### src/rtl/quant_sched.sv
// quant_sched: per-layer scheduler for the INT32->INT8 requantizer.
// It accepts channel-interleaved accumulator beats and looks up per-channel (M, n, relu).
// It issues each beat to the external 4-stage requantizer with stage-aligned parameters.
// It limits issue with credits so that every returned byte fits in the result FIFO.
// It packs returned INT8 bytes into PACK-lane words.
// Ports:
//   clk, rst                   clock, async active-high reset
//   cfg_*                      parameter table write (IDLE only)
//   layer_start/channels       start a layer with the given channel count
//   acc_*                      accumulator input stream (valid/ready, last)
//   q_*                        requantizer drive (data/valid/M/n/relu) and result return
//   out_*                      packed INT8 word stream (valid/ready, last)
//   busy, cfg_err              status; cfg_err is sticky until the next layer_start
module quant_sched #(
  parameter int unsigned NUM_CH     = 64,
  parameter int unsigned PACK       = 8,
  parameter int unsigned QLAT       = 4,
  parameter int unsigned FIFO_DEPTH = 8
) (
  input  logic                      clk,
  input  logic                      rst,
  input  logic                      cfg_we,
  input  logic [$clog2(NUM_CH)-1:0] cfg_addr,
  input  logic [31:0]               cfg_M,
  input  logic [4:0]                cfg_n,
  input  logic                      cfg_relu,
  input  logic                      layer_start,
  input  logic [$clog2(NUM_CH):0]   layer_channels,
  input  logic [31:0]               acc_data,
  input  logic                      acc_valid,
  input  logic                      acc_last,
  output logic                      acc_ready,
  output logic [31:0]               q_data_in,
  output logic                      q_valid_in,
  output logic [31:0]               q_M,
  output logic [4:0]                q_n,
  output logic                      q_use_relu,
  input  logic [7:0]                q_data_out,
  input  logic                      q_valid_out,
  output logic [8*PACK-1:0]         out_data,
  output logic                      out_valid,
  output logic                      out_last,
  input  logic                      out_ready,
  output logic                      busy,
  output logic                      cfg_err
);

  localparam int unsigned AW = $clog2(NUM_CH);
  localparam int unsigned CW = $clog2(FIFO_DEPTH + 1);
  localparam int unsigned PW = (FIFO_DEPTH > 1) ? $clog2(FIFO_DEPTH) : 1;
  localparam int unsigned LW = (PACK > 1) ? $clog2(PACK) : 1;

  typedef enum logic [1:0] {StIdle, StRun, StDrain} state_e;
  state_e state_q, state_d;

  // Parameter table: deliberately not reset, software rewrites it before each use.
  logic [31:0] tab_m    [NUM_CH];
  logic [4:0]  tab_n    [NUM_CH];
  logic        tab_relu [NUM_CH];

  logic [AW:0]        ch_num_q;
  logic [AW-1:0]      ch_cnt_q;
  logic               cfg_err_q;
  logic [CW-1:0]      inflight_q, fifo_cnt_q;
  logic [CW:0]        credits;
  logic               accept, push, pop, fire, push_last;

  // Issue pipeline and per-stage parameter delay lines.
  logic [31:0]        q_data_q, m_d1_q, q_m_q;
  logic               q_valid_q, last_iss_q;
  logic [4:0]         n_d1_q, n_d2_q, q_n_q;
  logic [QLAT-1:0]    last_pipe_q;

  // Result FIFO: {byte, last_flag}.
  logic [8:0]         fifo_mem [FIFO_DEPTH];
  logic [PW-1:0]      wr_ptr_q, rd_ptr_q;
  logic [8:0]         head;

  // Packer.
  logic [8*PACK-1:0]  pk_data_q, pk_data_d;
  logic [LW-1:0]      pk_cnt_q, pk_cnt_d;
  logic               out_valid_q, out_valid_d, out_last_q, out_last_d;

  // inflight counts beats from acceptance (not issue) until return, so the beat
  // sitting in the issue register already holds a FIFO slot.
  assign credits   = {1'b0, fifo_cnt_q} + {1'b0, inflight_q};
  assign acc_ready = (state_q == StRun) && (credits < (CW+1)'(FIFO_DEPTH));
  assign accept    = acc_valid & acc_ready;
  assign push      = q_valid_out;
  assign push_last = last_pipe_q[QLAT-1];
  assign fire      = out_valid_q & out_ready;
  assign head      = fifo_mem[rd_ptr_q];
  assign pop       = (fifo_cnt_q != '0) && (!out_valid_q || out_ready);

  // relu feeds stage 1 one cycle ahead of the data, i.e. in the accept cycle.
  assign q_use_relu = accept & tab_relu[ch_cnt_q];
  assign q_data_in  = q_data_q;
  assign q_valid_in = q_valid_q;
  assign q_M        = q_m_q;
  assign q_n        = q_n_q;
  assign out_data   = out_valid_q ? pk_data_q : '0;
  assign out_valid  = out_valid_q;
  assign out_last   = out_last_q;
  assign busy       = (state_q != StIdle);
  assign cfg_err    = cfg_err_q;

  function automatic logic [PW-1:0] ptr_inc(input logic [PW-1:0] p);
    return (p == PW'(FIFO_DEPTH - 1)) ? '0 : p + 1'b1;
  endfunction

  always_ff @(posedge clk) begin
    if (state_q == StIdle && cfg_we) begin
      tab_m[cfg_addr]    <= cfg_M;
      tab_n[cfg_addr]    <= cfg_n;
      tab_relu[cfg_addr] <= cfg_relu;
    end
  end

  always_comb begin
    state_d = state_q;
    unique case (state_q)
      StIdle:  if (layer_start) state_d = StRun;
      StRun:   if (accept && acc_last) state_d = StDrain;
      StDrain: if (fire && out_last_q && inflight_q == '0 && fifo_cnt_q == '0) state_d = StIdle;
      default: state_d = StIdle;
    endcase
  end

  always_ff @(posedge clk or posedge rst) begin
    if (rst) begin
      state_q    <= StIdle;
      ch_num_q   <= '0;
      ch_cnt_q   <= '0;
      cfg_err_q  <= 1'b0;
      inflight_q <= '0;
    end else begin
      state_q <= state_d;
      if (state_q == StIdle) begin
        if (layer_start) begin
          ch_num_q  <= layer_channels;
          ch_cnt_q  <= '0;
          cfg_err_q <= 1'b0;
        end
      end else if (cfg_we || layer_start) begin
        cfg_err_q <= 1'b1;
      end
      if (accept) begin
        ch_cnt_q <= ({1'b0, ch_cnt_q} == ch_num_q - 1'b1) ? '0 : ch_cnt_q + 1'b1;
      end
      case ({accept, push})
        2'b10:   inflight_q <= inflight_q + 1'b1;
        2'b01:   inflight_q <= inflight_q - 1'b1;
        default: ;
      endcase
    end
  end

  // Parameters are captured per issue slot at accept time, then delayed so that
  // M lands in stage 2 (t+1) and n in stage 3 (t+2) of that slot.
  always_ff @(posedge clk or posedge rst) begin
    if (rst) begin
      q_valid_q   <= 1'b0;
      q_data_q    <= '0;
      last_iss_q  <= 1'b0;
      m_d1_q      <= '0;
      n_d1_q      <= '0;
      q_m_q       <= '0;
      n_d2_q      <= '0;
      q_n_q       <= '0;
      last_pipe_q <= '0;
    end else begin
      q_valid_q  <= accept;
      last_iss_q <= accept & acc_last;
      if (accept) begin
        q_data_q <= acc_data;
        m_d1_q   <= tab_m[ch_cnt_q];
        n_d1_q   <= tab_n[ch_cnt_q];
      end
      q_m_q       <= q_valid_q ? m_d1_q : '0;
      n_d2_q      <= q_valid_q ? n_d1_q : '0;
      q_n_q       <= n_d2_q;
      last_pipe_q <= {last_pipe_q[QLAT-2:0], q_valid_q & last_iss_q};
    end
  end

  always_ff @(posedge clk) begin
    if (push) fifo_mem[wr_ptr_q] <= {q_data_out, push_last};
  end

  always_ff @(posedge clk or posedge rst) begin
    if (rst) begin
      wr_ptr_q   <= '0;
      rd_ptr_q   <= '0;
      fifo_cnt_q <= '0;
    end else begin
      if (push) wr_ptr_q <= ptr_inc(wr_ptr_q);
      if (pop)  rd_ptr_q <= ptr_inc(rd_ptr_q);
      case ({push, pop})
        2'b10:   fifo_cnt_q <= fifo_cnt_q + 1'b1;
        2'b01:   fifo_cnt_q <= fifo_cnt_q - 1'b1;
        default: ;
      endcase
    end
  end

  // A word accepted this cycle frees the packer, so the next byte may start a new
  // word in the same cycle.
  always_comb begin
    pk_data_d   = pk_data_q;
    pk_cnt_d    = pk_cnt_q;
    out_valid_d = out_valid_q;
    out_last_d  = out_last_q;
    if (fire) begin
      pk_data_d   = '0;
      out_valid_d = 1'b0;
      out_last_d  = 1'b0;
    end
    if (pop) begin
      pk_data_d[{pk_cnt_q, 3'b000} +: 8] = head[8:1];
      if (head[0] || pk_cnt_q == LW'(PACK - 1)) begin
        out_valid_d = 1'b1;
        out_last_d  = head[0];
        pk_cnt_d    = '0;
      end else begin
        pk_cnt_d = pk_cnt_q + 1'b1;
      end
    end
  end

  always_ff @(posedge clk or posedge rst) begin
    if (rst) begin
      pk_data_q   <= '0;
      pk_cnt_q    <= '0;
      out_valid_q <= 1'b0;
      out_last_q  <= 1'b0;
    end else begin
      pk_data_q   <= pk_data_d;
      pk_cnt_q    <= pk_cnt_d;
      out_valid_q <= out_valid_d;
      out_last_q  <= out_last_d;
    end
  end

endmodule
### config.mk
export PLATFORM = sky130hd
export DESIGN_NAME = quant_sched
export DESIGN_NICKNAME = d
export VERILOG_FILES = /design/src/rtl/quant_sched.sv
export SDC_FILE = /design/constraint.sdc
export NUM_CORES = 2
export LEC_CHECK = 0
export CAP_MARGIN = 30
export CORE_ASPECT_RATIO = 0.5
export CORE_MARGIN = 10
export CORE_UTILIZATION = 45
export DETAILED_ROUTE_END_ITERATION = 10
export DONT_BUFFER_PORTS = 1
export PLACE_DENSITY = 0.71
export SYNTH_ARGS = -nofsm -noshare
export SYNTH_HDL_FRONTEND = slang
export SYNTH_SLANG_ARGS = --single-unit
export TNS_END_PERCENT = 5
### constraint.sdc
create_clock -name clk -period 6.75 [get_ports clk]
set_input_delay 1.35 -clock clk [delete_from_list [all_inputs] [get_ports clk]]
set_output_delay 1.35 -clock clk [all_outputs]
set_load 0.05 [all_outputs]
==> results.txt <==
Total grt overflow: 0
H-tree Lvls: 4
Total track usage: 20.60%
Period utilisation layout: 78.26%
CTS Sinks: 2,720
Core ar.: 229,200 um^2
Top post-synthesis cells by area: edfxtp_1 (72%), mux4_2 (13%), dfrtp_1 (5.2%), mux2i_1 (2.1%), o22ai_1 (0.79%)
Synthesized flop and latch total: 2,720
Die Y: 360.0 um
Req. time, crit path: 5.40 ns
CTS Hold Bufs: 0
# resized after CTS: 0
Synth Instances: 4,932
Distinct cells, synth: 60
Status: complete, no violations
CP Class: register to output port
CTS Buf Count: 231
Mean area per synthesized cell: 21.09 um^2
IO Pins: 239
First-pass GRT wire length: 382,400 um
Final hold viol count: 0
Number of nets with antenna violations after routing: 0
# DRC: 0
Longest Clk Path Bufs: 4
Die Wd: 700.0 um
DR iter-0 viols: 7,393
Pre-Repair DR Iteration Count: 6
Fin Setup TNS: 0 ns
TritonCTS clock tree: yes
Crit-path most repeated cell: nand3_1
Final nets: 5,164
Vias: 51,910
Clk slew on worst S/H paths: 0.07 ns
Final Wtd Congestion: 0.8538
RSZ-0062 raised after global routing: no
Crit end category: output port
# rows: 124
Largest net degree at the start of global routing: 139
DPL Wire Length: 158,400 um
Leading area contributor after synthesis: edfxtp_1
Post-synth EDFFs: 2,504
Post-CTS Setup Bufs: 0
Post-synth top area share: 72.28%
Port Buf Inserts: 0
Slew margin rel.: 29.23%
Worst hold path class: register to register
Final wirelength: 266,800 um
Starting Density: 45.40%
Initial antenna violation count: 10
Most common cell after layout, fill and taps aside: edfxtp_1
Share of layout cells above drive strength 1: 22.63%
Min Clock Period, post-route: 5.283 ns
Peak supply drop: 0.2707 mV
Met3 usage: 4.597%
Async SR Flop Fraction: 7.941%
Clk_lat worst skew: 0.90 ns
Die area: 252,000 um^2
Critical-path top delay cell: dfrtp_4
Primary FF master, synth: edfxtp_1
Worst Max-Slew Pin Slew: 1.059 ns
GRT Max-Usage Layer: met2
Global routing usage on met1: 28.04%
CP max FO: 27
Mapped Nets: 5,052
Finished layout cell area: 115,800 um^2
Startpoint types: register
Via-to-Cell Ratio: 6.237
Clock Skews: 0.07981 ns
Routed len/inst: 32.05 um
Number of global-route vias before repair: 51,960
Power density over cell area: 349.1 nW/um^2
Synthesis Warnings: 0
Final setup fails: 0
Crit path cell chain: buf_4, mux4_2, mux2i_1, a22oi_1, nand3_1, nand3_1
Maximum clock frequency: 0.1893 GHz
Leakage power: 0.03611 uW
Met2 usage: 32.94%
Root Buffer: clkbuf_16
Most frequent cells in the layout: edfxtp_1 (2,504), mux4_2 (587), clkbuf_16 (234)
Core Util, Final: 50.52%
Critical Path Max Stage Delay: 0.86 ns
Max-cap violations: 0
Data arrival, critical path: 3.93 ns
Slew Viols, Final: 0
Area Overhead vs Synth: 11.29%
Placed instance area: 108,300 um^2
Seq/Total Area, Yosys: 77.47%
Synthesized area: 104,000 um^2
Yosys cell counts, types with 62 or more instances:
master    number
nor2_1       145
buf_2         62
and2_1       107
a22oi_1       86
nand3_1      115
o22ai_1      132
edfxtp_1    2504
mux2i_1      216
clkbuf_1     110
mux4_2       587
nand2_1      184
o21ai_0       75
dfrtp_1      216
power breakdown:
part	switching, uW	internal, uW
clock network	5980	7290
logic	3900	3190
registers	1140	18900
metrics by stage:
step	setup WS (ns)	power (uW)	hold slack, ns	instances
final	1.467	40420	0.3477	8323
after global routing	1.265	41680	0.3575	8318
after CTS	1.378	40580	0.3488	8315
after detailed placement	2.319	27550	0.3347	7895
after global placement	2.105	27350	0.3324	7884
after floorplan	2.519	25680	0.3312	4932
critical path: cells and delay by family (launching register included):
kind            cells  cell delay, ns
buf+inv             1            0.54
mux                 2            0.73
compound gates      1            0.12
simple gates        2            0.75
flops               1            0.86
kinds of logic after synthesis:
kind of cell / share of synthesized area, %
AO/OA/AOI/OAI: 2.582
adder cells (fa/ha/maj): 0.2670
flip-flops: 77.47
buffers and inverters: 1.468
XOR/XNOR: 0.1431
AND/OR/NAND/NOR: 3.011
multiplexers: 15.06
state kept, by name, summed over array words and instances, names as in the netlist, 5 cells and up:
name	flops
q_data_in	32
n_d2_q	5
tab_n	320
q_n	5
ch_cnt_q	6
tab_m	2048
m_d1_q	32
fifo_mem	72
ch_num_q	7
pk_data_q	64
q_M	32
n_d1_q	5
tab_relu	64
layer usage:
metal  vias up  routed length (um)  part of all wire [%]
met4         4               10480                   3.9
li1      20560                   -                     -
met1     27610              101600                    38
met2      3230              127100                    48
met3       501               27520                    10
met5         -                  22                0.0082
final cells by class:
type	count	area, um^2
timing repair buffer	147	1358
tap	3087	3862
antenna	5	12.51
clock buffer	306	6346
clock inverter	114	1071
inverter	20	78.83
multi-input combinational	1924	22440
sequential	2720	80610
fill	17420	113400
worst paths after layout:
path                       slack, ns                       end                     start  cells past startpoint
min                             0.35  last_pipe_q[1]$_DFF_PP0_  last_pipe_q[0]$_DFF_PP0_                      0
max in group asynchronous       4.99   ch_cnt_q[2]$_DFFE_PP0P_                       rst                      2
max                             1.47                q_use_relu   ch_cnt_q[0]$_DFFE_PP0P_                      6
max reg2reg                     2.42     m_d1_q[1]$_DFFE_PP0P_   ch_cnt_q[0]$_DFFE_PP0P_                      8
min in group asynchronous       0.43     n_d1_q[4]$_DFFE_PP0P_                       rst                      1
min reg2reg                     0.35  last_pipe_q[1]$_DFF_PP0_  last_pipe_q[0]$_DFF_PP0_                      0
Power figures use the tool's default switching activity.
